===== src/rtl/clk_en_pkg.sv =====
// Shared constants and helpers for the clock-enable generator.
package clk_en_pkg;

   // Defaults used when the generator is instantiated without overrides.
   localparam int N_CH_DEFAULT    = 4;
   localparam int CW_DEFAULT      = 16;
   localparam int DEF_DIV_DEFAULT = 2;

   // A divisor of zero parks a channel: no ticks, phase frozen.
   localparam int DIV_DISABLED = 0;

   // Channel-select width; a single channel still gets a 1-bit select.
   function automatic int ch_width(input int n);
      return (n > 1) ? $clog2(n) : 1;
   endfunction

endpackage


===== src/rtl/clk_en_channel.sv =====
// One clock-enable channel: divisor counter, tick strobe, half-rate phase,
// and a single-entry pending divisor that is applied only at a period
// boundary so no period is ever truncated or stretched.
module clk_en_channel
   import clk_en_pkg::*;
#(
   parameter int CW      = CW_DEFAULT,
   parameter int DEF_DIV = DEF_DIV_DEFAULT
) (
   input  logic          clk,
   input  logic          rst_n,
   input  logic          sync,
   input  logic          wr,
   input  logic [CW-1:0] wr_div,
   output logic          pend,
   output logic          tick,
   output logic          phase
);

   logic [CW-1:0] cnt;
   logic [CW-1:0] div;
   logic [CW-1:0] pend_div;
   logic          disabled;
   logic          terminal;

   assign disabled = (div == CW'(DIV_DISABLED));
   // Only meaningful when not disabled, so div-1 never underflows in use.
   assign terminal = (cnt == div - CW'(1));

   // Counter, strobe, phase and divisor update with sync > disable > terminal priority.
   always_ff @(posedge clk or negedge rst_n) begin
      if (!rst_n) begin
         cnt      <= '0;
         div      <= CW'(DEF_DIV);
         pend_div <= '0;
         pend     <= 1'b0;
         tick     <= 1'b0;
         phase    <= 1'b0;
      end else if (sync) begin
         // NOTE: non-blocking assignments keep every register reading the
         // pre-edge values, so the pend/div handover below is order-independent.
         cnt   <= '0;
         tick  <= 1'b0;
         phase <= 1'b0;
         if (wr) begin
            div  <= wr_div;
            pend <= 1'b0;
         end else if (pend) begin
            div  <= pend_div;
            pend <= 1'b0;
         end
      end else begin
         if (disabled) begin
            cnt  <= '0;
            tick <= 1'b0;
         end else if (terminal) begin
            cnt   <= '0;
            tick  <= 1'b1;
            phase <= ~phase;
         end else begin
            cnt  <= cnt + CW'(1);
            tick <= 1'b0;
         end
         if (pend && (disabled || terminal)) begin
            div  <= pend_div;
            pend <= 1'b0;
         end
         // wr is only ever raised while pend is low, so it never races the
         // consumption above.
         if (wr) begin
            pend_div <= wr_div;
            pend     <= 1'b1;
         end
      end
   end

endmodule


===== src/rtl/clk_en_gen.sv =====
// Multi-channel programmable clock-enable generator: N_CH independent
// divider channels sharing one valid/ready divisor write port and a
// global realign strobe.
module clk_en_gen
   import clk_en_pkg::*;
#(
   parameter  int N_CH    = N_CH_DEFAULT,
   parameter  int CW      = CW_DEFAULT,
   parameter  int DEF_DIV = DEF_DIV_DEFAULT,
   localparam int CHW     = ch_width(N_CH)
) (
   input  logic            clk,
   input  logic            rst_n,
   input  logic            sync_i,
   input  logic            cfg_valid,
   output logic            cfg_ready,
   input  logic [CHW-1:0]  cfg_ch,
   input  logic [CW-1:0]   cfg_div,
   output logic [N_CH-1:0] tick,
   output logic [N_CH-1:0] phase
);

   logic [N_CH-1:0]       pend;
   logic [N_CH-1:0]       wr;
   logic [(1<<CHW)-1:0]   pend_ext;

   // Pad pend to the full select range so unused channel codes read as ready.
   always_comb begin
      pend_ext             = '0;
      pend_ext[N_CH-1:0]   = pend;
      cfg_ready            = ~pend_ext[cfg_ch];
   end

   for (genvar i = 0; i < N_CH; i++) begin : g_ch
      // Out-of-range selects match no channel, so those writes are dropped.
      assign wr[i] = cfg_valid & cfg_ready & (cfg_ch == CHW'(i));

      clk_en_channel #(
         .CW      (CW),
         .DEF_DIV (DEF_DIV)
      ) u_ch (
         .clk    (clk),
         .rst_n  (rst_n),
         .sync   (sync_i),
         .wr     (wr[i]),
         .wr_div (cfg_div),
         .pend   (pend[i]),
         .tick   (tick[i]),
         .phase  (phase[i])
      );
   end

endmodule


===== config.mk =====
export PLATFORM = sky130hd
export DESIGN_NAME = clk_en_gen
export DESIGN_NICKNAME = d
export VERILOG_FILES = /design/src/rtl/clk_en_pkg.sv /design/src/rtl/clk_en_channel.sv /design/src/rtl/clk_en_gen.sv
export SDC_FILE = /design/constraint.sdc
export NUM_CORES = 1
export LEC_CHECK = 0
export ABC_AREA = 1
export BUFFER_PORTS_ARGS = -buffer_cell sky130_fd_sc_hd__buf_2
export CORE_MARGIN = 1.5
export CORE_UTILIZATION = 45
export CTS_CLUSTER_DIAMETER = 60
export DETAILED_ROUTE_END_ITERATION = 8
export GPL_TIMING_DRIVEN = 0
export PLACE_DENSITY = 0.72
export SLEW_MARGIN = 20
export SYNTH_ARGS = -nofsm -noshare
export SYNTH_HDL_FRONTEND = slang
export SYNTH_SLANG_ARGS = --single-unit

===== constraint.sdc =====
create_clock -name clk -period 2.39 [get_ports clk]
set_input_delay 0.1195 -clock clk [delete_from_list [all_inputs] [get_ports clk]]
set_output_delay 0.1195 -clock clk [all_outputs]
set_load 0.02 [all_outputs]

==> summary.md <==
| Metric | Value |
|---|---|
| Drt first pass iters | `5` |
| Multiplexer area fraction after synthesis | `0%` |
| Kind of end point of the critical path | `flop` |
| Synthesized area per cell | `7.03 sq um` |
| Reg2reg start | `g_ch[3].u_ch.div[1]` |
| Synth Area in Compound Gates | `7.42%` |
| Outcome | `finished with violations` |
| P per Cell Area | `1060 nW/um^2` |
| Setup Skew | `0.00955 ns` |
| Synth-to-Final Area Change | `19.4%` |
| I/O Buffers | `30` |
| Hold Path Class | `input port to flop` |
| H-tree depth | `1` |
| Area of the multi-input gates | `6570 sq um` |
| Post-Syn Area | `12500 sq um` |
| Min-delay src | `cfg_valid` |
| Placed instance area | `13100 sq um` |
| Vias in the first global route | `10.9k` |
| Fin nets | `1914` |
| Vias | `11.6k` |
| Mapped Cells | `1772` |
| Crit Path Category | `flop to flop` |
| Synth Area in Simple Gates | `35.1%` |
| Top FF cell, synth | `dfrtp_1` |
| Starting DRT DRC Count | `912` |
| Yosys cell types | `44` |
| CTS max path bufs | `3` |
| Core Region | `27000 sq um` |
| Max VDD drop | `0.690 mV` |
| Die Wd | `169 um` |
| Post-synth EDFFs | `0` |
| Antenna cell count | `0` |
| Final Max Slew Viols | `0` |
| Vias per cell | `5.18` |
| GP Congestion | `0.933` |
| Synth Register Bits | `204` |
| Ys Warns | `0` |
| Worst-Margin Slew | `1.01 ns` |
| CP startpoint kind | `flop` |
| Static leakage | `7.37 nW` |
| Register area share after synthesis | `41.0%` |
| Post-DP HPWL | `22.6 mm` |
| Setup ws final | `-0.00128 ns` |
| I/O pins | `31` |
| Cell Rows | `60` |
| Largest net degree at the start of global routing | `94` |
| TritonCTS Buffers | `25` |
| WHS | `0.0336 ns` |
| Final setup fails | `1` |
| Final Util | `55.0%` |
| Flop-to-flop setup slack | `-0.001 ns` |
| DRC Markers | `0` |
| Clock latency on the worst-skew pair | `0.52 ns` |
| Fin area | `14900 sq um` |
| Sequential cell area | `5110 sq um` |
| Maximum capacitance violations | `0` |
| Avg WL per Cell | `14.2 um` |
| Die Area | `28700 sq um` |
| Sinks on Clock Net | `204` |
| Synth Area in XOR/XNOR | `6.65%` |
| Antenna violations before repair | `0` |
| Failing checks | `negative setup slack` |
| Ys async rst share | `100%` |
| Overall Global Routing Usage | `22.3%` |
| Final Hold Fails | `0` |
| Crit-path max FO | `6` |
| Routed wire length | `31.8 mm` |
| RSZ-0062 raised after global routing | `yes` |
| Layout cell share with drive strength beyond 1 | `14.8%` |
| Routed Antenna Nets | `0` |
| Die height | `169 um` |
| Grt ovf | `0` |
| Post-Place Cells | `2145` |
| Initial Util | `46.1%` |
| CTS Root Cell | `clkbuf_16` |
| Critical Path Start | `g_ch[3].u_ch.div[1]` |
| Slew HR | `32.5%` |
| Tmin final | `2.39 ns` |
| Maximum clock frequency | `0.418 GHz` |
| Ratio of final minimum period to clock period | `100%` |
| Fill cells | `2527` |
| Synth Net Count | `1802` |
| Finished Layout Cells | `2243` |
| CP required | `2.80 ns` |
| Adder-cell share of the synthesized area | `0.804%` |
| Largest family of logic cells by synthesized area | `simple AND/OR/NAND/NOR gates` |
| Clk slew on worst S/H paths | `0.06 ns` |
| First-pass GRT wire length | `52.5 mm` |
| CTS tree | `done` |
| CP arrival | `2.80 ns` |
[cells in the mapped netlist (all sizes together), types with 2 or more instances]
| cell type | number | area share [%] |
|---|---|---|
| nand3b | 8 | 0.48 |
| xor2 | 59 | 4.1 |
| nor2 | 229 | 7.3 |
| dfstp | 4 | 0.84 |
| o21ai | 145 | 6.0 |
| dfrtp | 200 | 40 |
| xnor2 | 33 | 2.3 |
| ha | 8 | 0.80 |
| a21o | 2 | 0.12 |
| or2 | 4 | 0.20 |
| nand2 | 561 | 17 |
| nor3b | 3 | 0.18 |
| o21bai | 3 | 0.27 |
| o22ai | 6 | 0.30 |
| and3 | 3 | 0.15 |
| inv | 209 | 6.3 |
| a31oi | 6 | 0.30 |
| a21oi | 7 | 0.28 |
| nand4 | 26 | 1.4 |
| clkbuf | 17 | 0.52 |
| buf | 40 | 2.2 |
| nor4 | 7 | 0.35 |
| nand3 | 149 | 6.1 |
| nor3 | 38 | 1.5 |
[final timing paths]
| kind | endpoint | cells past startpoint |
|---|---|---|
| hold / removal | g_ch[1].u_ch.pend | 3 |
| setup reg to reg | g_ch[3].u_ch.div[6] | 14 |
| min in group asynchronous | g_ch[0].u_ch.cnt[8] | 2 |
| hold reg to reg | g_ch[1].u_ch.div[1] | 2 |
| max in group asynchronous | g_ch[2].u_ch.div[1] | 3 |
| setup / recovery | g_ch[3].u_ch.div[6] | 14 |
[timing repair]
item | CTS | global route
resized for setup | 12 | 109
pin swaps | 9 | 38
endpoints found under the setup margin | 111 | 129
cloned | 0 | 4
hold buffers | 18 | 0
buffers inserted | 12 | 20
hold endpoints to repair | 234 | 0
[report_power, final]
group          internal [mW]  switching, mW  total, mW
Clock                   2.54           1.56       4.10
Combinational           2.57           4.01       6.58
Sequential              4.21          0.840       5.05
[stage by stage]
stage / power, mW / setup TNS [ns] / worst slack, ns
2_1_floorplan: 9.35 / 0 / 0.263
3_3_place_gp: 10.5 / -457.08 / -2.28
3_5_place_dp: 10.7 / -4.02 / -0.0981
4_1_cts: 15.0 / -0.00476 / -0.00244
5_1_grt: 17.0 / -6.82 / -0.175
6_report: 15.7 / -0.00128 / -0.00128
[flip-flops by register name, indices dropped and copies added (netlist names)]
signal / cells
g_ch.u_ch.cnt: 64
g_ch.u_ch.div: 64
g_ch.u_ch.pend: 4
g_ch.u_ch.pend_div: 64
g_ch.u_ch.phase: 4
g_ch.u_ch.tick: 4
[cell families (layout without fill, tap and decap cells)]
family,Yosys count,in the layout
xor gates and xnor gates,93,93
and+or+nand+nor,1029,1029
buffers and inverters,267,397
DFF,204,204
AOI/OAI and AO/OA,171,171
adders and majority gates,8,8
[layout by cell type, fill, tap and decap left out, types with 7 or more instances in the layout]
| cell | instances |
|---|---|
| nand2_2 | 41 |
| inv_1 | 195 |
| buf_6 | 14 |
| nand3_2 | 8 |
| buf_2 | 42 |
| xor2_1 | 54 |
| buf_4 | 44 |
| nand2_4 | 10 |
| nand3_1 | 141 |
| nand2_1 | 508 |
| nor2_2 | 16 |
| o21ai_0 | 135 |
| nand4_1 | 24 |
| clkbuf_1 | 15 |
| inv_2 | 14 |
| clkbuf_16 | 25 |
| nand3b_1 | 8 |
| dfrtp_1 | 200 |
| o21ai_1 | 7 |
| nor2_4 | 7 |
| xnor2_1 | 31 |
| dlygate4sd3_1 | 18 |
| nor3_1 | 36 |
| nor2_1 | 206 |
[cell type report]
type                    instances  area share, %
clock inverters                18           1.68
multi-input cells            1301           44.2
clock buffers                  27           4.39
plain buffers                  56           2.45
flip-flops and latches        204           34.4
inverters                     210           5.30
well taps                     341           2.87
repair buffers                 86           4.75
[worst max-delay path, stage by stage, from the launching register on]
cell	delay, ns
dfstp_2	0.55
inv_2	0.05
ha_4	0.21
xnor2_2	0.13
nor2_2	0.13
nand2_1	0.07
nor2_2	0.12
nand3_2	0.10
nor3_2	0.23
nand3_1	0.17
nand2_4	0.18
nand2_8	0.09
buf_6	0.14
nand2_1	0.06
nand2_1	0.04
[routing by layer]
layer,vias up,global-route usage [%],share of wire (%)
met1,5420,29.6,45
met3,45,2.73,5.4
met4,0,6.77,2.2
met2,349,38.1,48
met5,-,0,0
li1,5802,-,-
No activity file was read; power rests on OpenSTA's default activity.
